[src/rtl/rr_apb_arbiter.sv]
// rr_apb_arbiter: round-robin arbiter that pops N_CH FWFT request FIFOs onto one shared slave port.
// Optional feature macro ARB_TIMEOUT_EN: abandon a request after TIMEOUT cycles and return an error ack.
module rr_apb_arbiter #(
  parameter int unsigned N_CH    = 4,
  parameter int unsigned AW      = 32,
  parameter int unsigned DW      = 32,
  parameter int unsigned TIMEOUT = 64
) (
  input  logic                    PCLK,
  input  logic                    PRESET,
  input  logic [N_CH-1:0]         fifo_empty_i,
  input  logic [N_CH-1:0]         fifo_write_i,
  input  logic [N_CH*AW-1:0]      fifo_addr_i,
  input  logic [N_CH*DW-1:0]      fifo_wdata_i,
  output logic [N_CH-1:0]         fifo_pop_o,
  output logic                    slv_valid_o,
  input  logic                    slv_ready_i,
  output logic                    slv_write_o,
  output logic [AW-1:0]           slv_addr_o,
  output logic [DW-1:0]           slv_wdata_o,
  input  logic                    slv_rvalid_i,
  input  logic [DW-1:0]           slv_rdata_i,
  output logic [N_CH-1:0]         arb_rdata_ack,
  output logic [DW-1:0]           arb_rdata,
  output logic                    arb_err_o,
  output logic [$clog2(N_CH)-1:0] grant_o
);
  localparam int unsigned GW = $clog2(N_CH);

  typedef enum logic [1:0] {IDLE, ISSUE, WAIT_RSP, RESP} state_t;

  if (N_CH < 2 || N_CH > 8 || TIMEOUT < 1) begin : g_bad_param
    $error("rr_apb_arbiter: N_CH must be 2..8 and TIMEOUT at least 1");
  end

  state_t         state_q, state_d;
  logic [GW-1:0]  ptr_q, ptr_d;
  logic [GW-1:0]  grant_d;
  logic [GW-1:0]  pick, cand;
  logic           found;
  logic           write_d;
  logic [AW-1:0]  addr_d;
  logic [DW-1:0]  wdata_d;
  logic [N_CH-1:0] ack_d;
  logic [DW-1:0]  rdata_d;

  logic [AW-1:0]  addr_arr  [N_CH];
  logic [DW-1:0]  wdata_arr [N_CH];

  for (genvar k = 0; k < N_CH; k++) begin : g_unpack
    assign addr_arr[k]  = fifo_addr_i[k*AW +: AW];
    assign wdata_arr[k] = fifo_wdata_i[k*DW +: DW];
  end

  // First non-empty channel at or above the pointer, wrapping.
  always_comb begin
    found = 1'b0;
    pick  = '0;
    cand  = '0;
    for (int unsigned i = 0; i < N_CH; i++) begin
      cand = GW'((32'(ptr_q) + i) % N_CH);
      if (!found && !fifo_empty_i[cand]) begin
        found = 1'b1;
        pick  = cand;
      end
    end
  end

  // Pop strobe is combinational so the head leaves the FIFO in the grant cycle.
  assign fifo_pop_o = (PRESET && (state_q == IDLE) && found) ? (N_CH'(1) << pick) : '0;

`ifdef ARB_TIMEOUT_EN
  localparam int unsigned CW = $clog2(TIMEOUT + 1);
  logic [CW-1:0] cnt_q, cnt_d;
  logic          err_d;
`endif

  always_comb begin
    state_d = state_q;
    ptr_d   = ptr_q;
    grant_d = grant_o;
    write_d = slv_write_o;
    addr_d  = slv_addr_o;
    wdata_d = slv_wdata_o;
    ack_d   = '0;
    rdata_d = '0;
`ifdef ARB_TIMEOUT_EN
    cnt_d   = cnt_q;
    err_d   = 1'b0;
`endif
    case (state_q)
      IDLE: begin
        if (found) begin
          state_d = ISSUE;
          grant_d = pick;
          ptr_d   = GW'((32'(pick) + 1) % N_CH);
          write_d = fifo_write_i[pick];
          addr_d  = addr_arr[pick];
          wdata_d = wdata_arr[pick];
`ifdef ARB_TIMEOUT_EN
          cnt_d   = '0;
`endif
        end
      end
      ISSUE: begin
        if (slv_ready_i) state_d = WAIT_RSP;
      end
      WAIT_RSP: begin
        if (slv_rvalid_i) begin
          state_d = RESP;
          ack_d   = N_CH'(1) << grant_o;
          rdata_d = slv_write_o ? '0 : slv_rdata_i;
        end
      end
      RESP:    state_d = IDLE;
      default: state_d = IDLE;
    endcase
`ifdef ARB_TIMEOUT_EN
    // A response arriving in the expiry cycle still wins over the timeout.
    if ((state_q == ISSUE || state_q == WAIT_RSP) && state_d != RESP) begin
      cnt_d = cnt_q + CW'(1);
      if (32'(cnt_d) >= TIMEOUT) begin
        state_d = RESP;
        ack_d   = N_CH'(1) << grant_o;
        rdata_d = DW'(32'hDEAD_0BAD);
        err_d   = 1'b1;
      end
    end
`endif
  end

  always_ff @(posedge PCLK) begin
    if (!PRESET) begin
      state_q       <= IDLE;
      ptr_q         <= '0;
      grant_o       <= '0;
      slv_valid_o   <= 1'b0;
      slv_write_o   <= 1'b0;
      slv_addr_o    <= '0;
      slv_wdata_o   <= '0;
      arb_rdata_ack <= '0;
      arb_rdata     <= '0;
    end else begin
      state_q       <= state_d;
      ptr_q         <= ptr_d;
      grant_o       <= grant_d;
      slv_valid_o   <= (state_d == ISSUE);
      slv_write_o   <= write_d;
      slv_addr_o    <= addr_d;
      slv_wdata_o   <= wdata_d;
      arb_rdata_ack <= ack_d;
      arb_rdata     <= rdata_d;
    end
  end

`ifdef ARB_TIMEOUT_EN
  always_ff @(posedge PCLK) begin
    if (!PRESET) begin
      cnt_q     <= '0;
      arb_err_o <= 1'b0;
    end else begin
      cnt_q     <= cnt_d;
      arb_err_o <= err_d;
    end
  end
`else
  assign arb_err_o = 1'b0;
`endif

endmodule

[config.mk]
export PLATFORM = sky130hd
export DESIGN_NAME = rr_apb_arbiter
export DESIGN_NICKNAME = d
export VERILOG_FILES = /design/src/rtl/rr_apb_arbiter.sv
export SDC_FILE = /design/constraint.sdc
export NUM_CORES = 1
export LEC_CHECK = 0
export ABC_AREA = 0
export CAP_MARGIN = 20
export CORE_AREA = 2 2 160 162
export CTS_BUF_LIST = sky130_fd_sc_hd__clkbuf_4 sky130_fd_sc_hd__clkbuf_8
export CTS_CLUSTER_SIZE = 12
export DETAILED_ROUTE_END_ITERATION = 7
export DIE_AREA = 0 0 162 164
export PLACE_DENSITY = 0.52
export REMOVE_ABC_BUFFERS = 1
export SYNTH_ARGS = -nofsm -noshare
export SYNTH_HDL_FRONTEND = slang
export SYNTH_SLANG_ARGS = --single-unit
[constraint.sdc]
create_clock -name PCLK -period 3.13 [get_ports PCLK]
set_input_delay 0.939 -clock PCLK [delete_from_list [all_inputs] [get_ports PCLK]]
set_output_delay 0.939 -clock PCLK [all_outputs]
set_load 0.03 [all_outputs]
==> results by stage <==
Clock tree:
- At the later pin of the worst-skew pair, clock insertion delay measures 0.38 ns.
- The number of buffers added by the clock tree synthesis step is 9.
- After clock tree synthesis, the clock-pin slew on the worst setup and hold paths is 0.12 ns.
- TritonCTS built the clock tree.
- The number of buffers added for setup after CTS is 0.
- The root cell of the clock tree is clkbuf_8.
- The number of clock sinks seen by CTS is 108.
- The CTS H-tree depth is 3.
- Counting along the longest clock path gives a buffer depth of 2.

Setup path:
- For the worst setup path, the data required time is 2.19 ns.
- The peak fanout along the critical path is 5.
- The worst setup path is launched from an input pin.
- The slowest stage of the critical path belongs to the cell a221oi_4.
- The largest stage delay on the critical path is 0.32 ns.
- The type of the worst setup path is in -> out.
- The critical path capture point type is an output pin.
- Data arrives at the worst endpoint at 2.13 ns.
- Counting both buffers and inverters, the worst setup path holds a total of 2.
- Broken down by cell family, the worst path's largest delay share belongs to buffers and inverters.
- The critical path goes through dlygate4sd2_1 > nand2_1 > a221oi_4 > and3_4 > buf_4.

Die:
- For this configuration, the core starts out at a cell density of 0.186.
- The core box area is 24800 µm².
- The die area is 26600 µm².
- The overall die height is 164 µm.
- The I/O pin count is 409.
- The initialized floorplan defines 58 standard-cell rows.
- The die is 162 µm wide.

STA:
- The final period demand of the worst path is 3.06 ns.
- The slew at the pin closest to its max-slew limit is 0.851 ns.
- Setup violations remaining at the end of the flow were counted as 0.
- The number of hold violations in the final report came to 0.
- The sum of negative setup slack is 0 ns.
- The fmax is 326 MHz.
- Of the available clock period, the critical path in the final layout requires 0.979.
- The final setup slack of the worst path is 0.0659 ns.
- Measured against its own limit, the worst slew margin works out to 0.433.
- On the final layout, the worst hold slack is 0.483 ns.
- Setup repair after global routing left no endpoint under its margin.
- The post-route clock skew is 0.0185 ns.
- The total count of max-transition violations in the final report is 0.

Global route:
- The number of global-route vias before repair is 5554.
- The first global-routing pass estimated 33500 µm of wire.
- The total overflow left after global routing is 0.
- The met1 demand-to-capacity share in global routing is 0.194.
- For this run, the total global-route usage over all layers was measured as 0.164.
- In the global route stage, met3 resource usage came out at 0.0399.
- The number of antenna violations at the first check in global routing is 0.
- Entering global routing, the biggest net connects 67 pins.
- The layer flagged by global routing as most heavily used is met2.
- The global-route met2 utilization is 0.297.

Synthesis:
- The multiplexer fraction of the synthesized cell area is 0.
- By instance count, the leading cell after synthesis is a21oi_1.
- In the synthesized netlist the async set-or-reset flop fraction comes to 0.
- Yosys mapped a number of flops with a built-in enable equal to 0.
- Counting instances in the post-synthesis netlist gives the leading cell types as a21oi_1 (132), dfxtp_1 (108), o21ai_0 (70), a222oi_1 (65), and2_1 (34).
- The compound-cell area share of the yosys netlist is 0.386.
- Of the total synthesized cell area, the portion taken by full adders, half adders and majority gates is 0.
- The most used flip-flop cell after synthesis is dfxtp_1.
- A synthesized cell averages 8.92 µm².
- dfxtp_1 takes more of the synthesized area than any other cell.
- Ranked by total cell area, the synthesized netlist is headed by dfxtp_1 (47%), a21oi_1 (14%), a222oi_1 (14%).
- The fraction of the mapped netlist area in simple logic gates is 0.0819.
- Of the post-synthesis cell area, the dominant cell type holds 0.469.
- In this run the cell area of the synthesized design comes to 4610 µm².
- For this run, the number of Yosys warnings is 0.
- The number of different library cells in the post-synthesis netlist is 32.
- The largest family of logic cells by synthesized area is compound AO/OA/AOI/OAI gates.
- The sequential fraction of the synthesis area is 0.469.
- Of the total synthesized cell area, the portion taken by XOR and XNOR cells is 0.
- In the synthesized netlist, the number of instances is 517.
- After synthesis the netlist holds a flip-flop and latch count of 108.

Cells and area:
- The final non-filler cell area is 9250 µm².
- The total inserted antenna cells is 0.
- The filler cell count is 2582.
- The area growth from synthesis to layout is 101%.
- In the final layout, the share of cells above drive strength 1 is 0.0587.
- The net count of the finished layout is 1199.
- The finished layout holds 1233 standard cells, fillers aside.

Routing:
- The count of nets left with antenna violations once routing finished came out at 0.
- The DRC violation count after routing is 22.
- The total detailed-routing wirelength is 23500 µm.
- After detailed routing, the number of vias per cell comes to 4.65.
- The number of detailed-route iterations in the first pass is 8.
- The DRC marker count from the first detailed-route iteration is 554.
- In the final routed layout, each cell accounts on average for 19.1 µm.
- Detailed routing inserted a total of 5736 vias.

Placed design:
- Summing all placed instances gives a cell area of 9020 µm².
- Timing analysis after detailed placement gives a worst setup slack of -0.264 ns.
- The count of buffers added on input and output ports is 407.
- At the end of routability-driven placement, the weighted congestion stood at 0.759.
- The post-detailed-placement half-perimeter wirelength is 17200 µm.
- The cell count after placement is 1218.

Power and ir drop:
- The worst-case vdd ir drop is 0.187 mV.
- The power per standard cell area is 455 nW/µm².
- Summed over all cells, the static leakage comes to 0.00332 µW.

Job:
- The max-cap check violation count is 0.

Run status:
- The flow ran to the end, but the final reports show violations.
- The checks that failed: DRC.

Min path:
- The min-delay analysis places its worst path in the category reg -> reg.
[final timing paths]
path,start,endpoint,slack [ns],depth (start not counted)
hold reg to reg,state_q[1]$_SDFF_PN0_,slv_valid_o$_SDFF_PN0_,0.48,1
setup / recovery,fifo_empty_i[1],fifo_pop_o[3],0.07,5
setup reg to reg,ptr_q[1]$_SDFFE_PN0P_,slv_wdata_o[16]$_SDFFE_PN0P_,0.77,6
hold / removal,state_q[1]$_SDFF_PN0_,slv_valid_o$_SDFF_PN0_,0.48,1
[through the flow]
stage / total power [µW] / utilization
floorplan: 2340 / -
global placement: 3260 / 0.364
detailed placement: 3250 / 0.364
CTS: 4270 / 0.373
global route: 4420 / 0.373
finish: 4210 / 0.373
[power breakdown]
part           switching [µW]  internal, µW  leakage (µW)  total (µW)
Sequential               80.8          1510      0.000888        1600
Clock                     538           457      0.000108         995
Combinational             837           784       0.00232        1620
[registers in the layout, indices dropped and copies added, names as in the netlist]
name and flops:
slv_write_o 1, ptr_q 2, arb_rdata 32, slv_wdata_o 32, state_q 2, arb_rdata_ack 4
slv_valid_o 1, slv_addr_o 32, grant_o 2
[per-layer routing]
metal  up-vias  wire length [µm]
met5         -                 0
li1       2759                 -
met1      2693              9590
met2       267             11900
met3        17              1730
met4         0               315
[cells by family after synthesis]
kind of cell	Yosys count
compound gates	281
buf+inv	61
simple gates	66
other cells	1
flops	108
[what timing repair did]
action | CTS | global route
setup endpoints to repair | 4 | 4
gates resized for setup | 7 | 5
hold buffers | 0 | 0
hold endpoints to repair | 0 | 0
[cells in the final DEF, fill, tap and decap left out, types with 2 or more instances in the layout]
master,n
and3_4,2
dfxtp_1,108
clkdlybuf4s50_1,398
a21oi_1,132
nand2_1,6
dlygate4sd2_1,2
and2_1,33
clkbuf_8,9
buf_4,24
nor2b_1,3
and3_1,3
nor2_1,6
a221oi_4,2
bufinv_16,2
nand3_1,3
nor3b_1,3
o21ai_0,70
clkbuf_2,2
a222oi_1,65
inv_1,3
nor3_1,2
o21ai_1,2
[cell type report]
cell class | instances | area, µm² | area share
Timing Repair Buffer | 428 | 4210 | 0.455
Clock buffer | 9 | 124 | 0.0134
Inverter | 4 | 15.0 | 0.00162
Clock inverter | 6 | 96.3 | 0.0104
Multi-Input combinational cell | 348 | 2230 | 0.241
Sequential cell | 108 | 2160 | 0.234
Tap cell | 330 | 413 | 0.0446
Power figures use the tool's default switching activity.
